<file path="config.mk">
export PLATFORM = sky130hd
export DESIGN_NAME = pattern_edit_engine
export DESIGN_NICKNAME = d
export VERILOG_FILES = /design/src/rtl/pattern_edit_engine.sv
export SDC_FILE = /design/constraint.sdc
export NUM_CORES = 1
export LEC_CHECK = 0
export ABC_CLOCK_PERIOD_IN_PS = 2000
export BUFFER_PORTS_ARGS = -buffer_cell sky130_fd_sc_hd__buf_2
export CAP_MARGIN = 10
export CORE_MARGIN = 2
export CORE_UTILIZATION = 30
export DETAILED_ROUTE_END_ITERATION = 8
export HOLD_SLACK_MARGIN = 0.15
export PLACE_DENSITY = 0.49
export SLEW_MARGIN = 20
export SYNTH_ARGS = -nofsm -noshare
export SYNTH_HDL_FRONTEND = slang
export SYNTH_SLANG_ARGS = --single-unit
</file>
<file path="constraint.sdc">
create_clock -name clk -period 2 [get_ports clk]
set_input_delay 0.1 -clock clk [delete_from_list [all_inputs] [get_ports clk]]
set_output_delay 0.1 -clock clk [all_outputs]
set_load 0.02 [all_outputs]
</file>
<file path="src/rtl/pattern_edit_engine.sv">
// Read-modify-write editor for the pattern-cell RAM. Keyboard edit commands are
// edge-detected and auto-repeated, then applied to the cell under the cursor.
module pattern_edit_engine #(
  parameter int                COLS         = 80,
  parameter int                ROWS         = 30,
  parameter int                ADDR_W       = 12,
  parameter int                DATA_W       = 8,
  parameter logic [DATA_W-1:0] MAX_VAL      = 8'd95,
  parameter logic [DATA_W-1:0] EMPTY_VAL    = 8'hFF,
  parameter int                REPEAT_DELAY = 25000000,
  parameter int                REPEAT_RATE  = 5000000
) (
  input  logic              clk,
  input  logic              Reset,
  input  logic [1:0]        user_edit,
  input  logic [6:0]        cursor_x,
  input  logic [6:0]        cursor_y,
  output logic [ADDR_W-1:0] mem_addr,
  output logic              mem_rd_en,
  input  logic [DATA_W-1:0] mem_rdata,
  output logic              mem_wr_en,
  output logic [DATA_W-1:0] mem_wdata,
  output logic              busy,
  output logic              edit_done
);

  localparam int CNT_W = $clog2(REPEAT_DELAY + 1);

  typedef enum logic [1:0] {IDLE, RD, MOD, WR} state_t;

  state_t            state_q;
  logic [1:0]        edit_prev_q, op_q;
  logic [CNT_W-1:0]  rep_cnt_q, rep_cnt_d;
  logic [ADDR_W-1:0] addr_q, addr_calc;
  logic [DATA_W-1:0] wdata_q, new_val;
  logic              rd_en_q, wr_en_q, busy_q, done_q;
  logic              held, trigger, rpt_fire, go, in_range;

  assign trigger  = (user_edit != 2'b00) && (user_edit != edit_prev_q);
  assign held     = (user_edit == edit_prev_q) && (user_edit == 2'b01 || user_edit == 2'b10);
  assign rpt_fire = held && (rep_cnt_q == CNT_W'(REPEAT_DELAY - 1));
  assign go       = trigger || rpt_fire;
  assign in_range = (cursor_x < 7'(COLS)) && (cursor_y < 7'(ROWS));
  assign addr_calc = ADDR_W'(cursor_y) * ADDR_W'(COLS) + ADDR_W'(cursor_x);

  // After the first repeat the counter is rewound so later repeats come every REPEAT_RATE.
  always_comb begin
    rep_cnt_d = '0;
    if (held) begin
      if (rpt_fire) rep_cnt_d = CNT_W'(REPEAT_DELAY - REPEAT_RATE);
      else          rep_cnt_d = rep_cnt_q + 1'b1;
    end
  end

  always_ff @(posedge clk) begin
    if (Reset) begin
      edit_prev_q <= 2'b00;
      rep_cnt_q   <= '0;
    end else begin
      edit_prev_q <= user_edit;
      rep_cnt_q   <= rep_cnt_d;
    end
  end

  always_comb begin
    new_val = mem_rdata;
    if (op_q == 2'b01) begin
      if (mem_rdata == EMPTY_VAL)   new_val = '0;
      else if (mem_rdata < MAX_VAL) new_val = mem_rdata + 1'b1;
      else                          new_val = MAX_VAL;
    end else if (mem_rdata != EMPTY_VAL && mem_rdata != '0) begin
      new_val = mem_rdata - 1'b1;
    end
  end

  always_ff @(posedge clk) begin
    if (Reset) begin
      state_q <= IDLE;
      op_q    <= 2'b00;
      addr_q  <= '0;
      wdata_q <= '0;
      rd_en_q <= 1'b0;
      wr_en_q <= 1'b0;
      busy_q  <= 1'b0;
      done_q  <= 1'b0;
    end else begin
      rd_en_q <= 1'b0;
      wr_en_q <= 1'b0;
      done_q  <= 1'b0;
      case (state_q)
        IDLE: if (go && in_range) begin
          op_q   <= user_edit;
          addr_q <= addr_calc;
          busy_q <= 1'b1;
          if (user_edit == 2'b11) begin
            state_q <= WR;
            wdata_q <= EMPTY_VAL;
            wr_en_q <= 1'b1;
            done_q  <= 1'b1;
          end else begin
            state_q <= RD;
            rd_en_q <= 1'b1;
          end
        end
        RD: state_q <= MOD;
        MOD: begin
          state_q <= WR;
          wdata_q <= new_val;
          wr_en_q <= 1'b1;
          done_q  <= 1'b1;
        end
        WR: begin
          state_q <= IDLE;
          busy_q  <= 1'b0;
          addr_q  <= '0;
          wdata_q <= '0;
        end
        default: state_q <= IDLE;
      endcase
    end
  end

  assign mem_addr  = addr_q;
  assign mem_rd_en = rd_en_q;
  assign mem_wr_en = wr_en_q;
  assign mem_wdata = wdata_q;
  assign busy      = busy_q;
  assign edit_done = done_q;

endmodule
</file>
==> results.yml <==
critical_path:
  crit_arrival_ns: 2.26
  crit_type: "reg2reg"
  critPathLaunchType: "register"
  rr_worst_depth: 6
  crit_required_ns: 2.21
  cp_max_fo: 9
  end_kind: "register"
logic_synthesis:
  synthCells: 372
  synth_seq_cells: 54
  synth_warnings: 0
  synth_cell_types: 53
  synth_area_per_cell_sq_um: 8.49
  syn_nets: 421
  yosysSeqAreaShare_pct: 34.2
  synth_area_sq_mm: 0.00316
  synth_edf_count: 0
  async_reset_ff_share_pct: 0
  ys.flop_type: "dfxtp_1"
placement:
  portBuffers: 49
  post_dp_cell_area_sq_mm: 0.00392
  gp_congestion: 0.849
  dp_hpwl_um: 5800
  placed_cells_incl_taps: 593
global_routing:
  grt-busiest-layer: "met2"
  met3_usage_pct: 3.22
  grt_max_degree: 18
  grt_pass1_wl_um: 13100
  met2_usage_pct: 23.2
  antenna_found_initial: 0
  met1_usage_pct: 18.2
  overflow: 0
  grt_pass1_vias: 2879
  grt_usage_pct: 13.9
cts:
  cts_tree: "done"
  path_clk_slew_ns: 0.10
  htreeDepth: 2
  insertion_delay_ns: 0.31
  clock_path_buffers: 2
  cts_root_buf: "clkbuf_8"
  numCtsBuffers: 5
  clock_sinks: 54
run_status:
  run_status: "finished with violations"
  violations: "negative setup slack"
worst_hold_path:
  hold_class: "in2reg"
  hold_depth: 4
sta:
  setup_slack_ns: -0.0459
  worst_pin_slew_ns: 0.396
  setup_viol: 19
  grt_setup_unrepaired: "true"
  slew_violations: 0
  finalCriticalPeriod_ns: 2.05
  setup-tns-final_ns: -0.656
  max_freq_ghz: 0.489
  min_period_over_period_pct: 102
  maxSlewHeadroom_pct: 73.6
  skew_ns: 0.0117
  finalHoldViolCount: 0
cells_and_area:
  design_area_sq_mm: 0.00425
  diodes: 0
  final_cells: 612
  drive_gt1_share_pct: 33.6
  syn2layout_area_growth_pct: 34.8
  nNetsFinal: 524
  post-route-util_pct: 41.4
die:
  die_h_um: 107
  num_rows: 37
  initial_core_util_pct: 30.7
  core_sq_mm: 0.0103
  die_area_sq_mm: 0.0114
  ioPinCount: 50
  dieWidth_um: 107
power_and_ir_drop:
  leakage_nw: 1.79
  irDropWorstVdd_uv: 363
  p_per_area_mw_per_mm2: 668
drt:
  vias_per_cell: 4.82
  drc_errors: 0
  drtIter0Drc: 77
  wl_per_cell_um: 12.8
  antenna_left: 0
  vias: 2947
  drt_pass1_iterations: 4
  routed_wl_um: 7830
job:
  cap_violations: 0
==> cells in the mapped netlist (2+ instances only) <==
cell type  count  share of area, %
nor3_1         8               1.3
nor3b_1        2              0.48
a22o_1        11               3.1
and3_1         4              0.79
fa_1           2               1.3
o21ai_0       10               1.6
a311oi_1       6               1.7
inv_1         21               2.5
a21oi_1       13               2.1
xor2_1        13               3.6
o32ai_1        3              0.83
nand2b_1       2              0.40
ha_1          21               8.3
nand2_1       24               2.9
nand3_1       21               3.3
dfxtp_1       54                34
nor4_1         4              0.79
o221ai_1       2              0.55
clkbuf_1      12               1.4
nor2b_1        3              0.59
or2_2          5              0.99
or3_1          4              0.79
and4_1         2              0.55
nand4_1        9               1.8
a31oi_1        2              0.40
a21o_1         6               1.4
buf_6          2              0.71
mux2i_1        8               2.5
buf_2          2              0.32
nor2_1        52               6.2
xnor2_1       22               6.1
==> registers in the layout, summed over array words and instances, names as in the netlist <==
signal,flops
edit_done,1
mem_addr,12
op_q,2
state_q,2
mem_rd_en,1
rep_cnt_q,25
busy,1
mem_wdata,8
edit_prev_q,2
==> critical path, cell delays in order (launching register included) <==
cell,delay (ns)
dfxtp_2,0.35
nor4b_2,0.25
nand4_1,0.11
or4_1,0.52
or4_4,0.49
nand2b_4,0.17
nor2_1,0.06
==> metrics by stage <==
step	hold slack, ns	total power, mW	setup WS [ns]
floorplan	0.233	1.83	-0.0838
global placement	0.316	2.15	-0.136
detailed placement	0.327	2.16	-0.160
CTS	0.161	2.80	-0.0548
global route	0.169	3.03	-0.157
finish	0.163	2.84	-0.0459
==> worst paths after layout <==
| check | from | endpoint | slack (ns) |
|---|---|---|---|
| worst max-delay path | rep_cnt_q[9] | rep_cnt_q[7] | -0.05 |
| worst min-delay path | user_edit[0] | edit_prev_q[0] | 0.16 |
| worst max register to register | rep_cnt_q[9] | rep_cnt_q[7] | -0.05 |
| worst min register to register | busy | busy | 0.47 |
==> report_power, final <==
group	internal [mW]	leakage, nW	switching [mW]
sequential	1.16	0.441	0.0521
combinational	0.458	1.30	0.553
clock	0.247	0.0441	0.369
total	1.87	1.79	0.973
==> routing by layer <==
metal / wire (um) / part of all wire, %
met1: 3740 / 48
met5: 0 / 0
met3: 353 / 4.5
met4: 74 / 0.95
met2: 3660 / 47
==> final cells by class <==
type / count / area, sq um
sequential: 54 / 1090
inverter: 21 / 78.8
clock inverter: 3 / 21.3
timing repair buffer: 114 / 773
multi-input combinational: 279 / 2050
clock buffer: 5 / 68.8
fill: 1075 / 6020
tap: 136 / 170
==> placed cells by master (no fill, tap or decap), types with 13 or more instances in the layout <==
| master | n |
|---|---|
| xnor2_1 | 22 |
| nand3_1 | 21 |
| buf_2 | 49 |
| xor2_1 | 13 |
| inv_1 | 20 |
| ha_1 | 19 |
| dfxtp_1 | 47 |
| nor2_1 | 44 |
| buf_4 | 55 |
| nand2_1 | 24 |
==> logic make-up after synthesis <==
logic type               synth area share [%]
buffers and inverters                    5.79
multiplexers                             2.54
AO/OA/AOI/OAI                            14.5
adder cells (fa/ha/maj)                  9.59
flip-flops                               34.2
AND/OR/NAND/NOR                          23.6
XOR/XNOR                                 9.71
==> what timing repair did <==
action	CTS	global route
pin swaps	2	15
endpoints found under the hold margin	5	0
hold buffers	5	0
resized for setup	11	28
gates cloned	1	1
setup buffers	0	4
endpoints found under the setup margin	39	45
No activity file was read; power rests on OpenSTA's default activity.
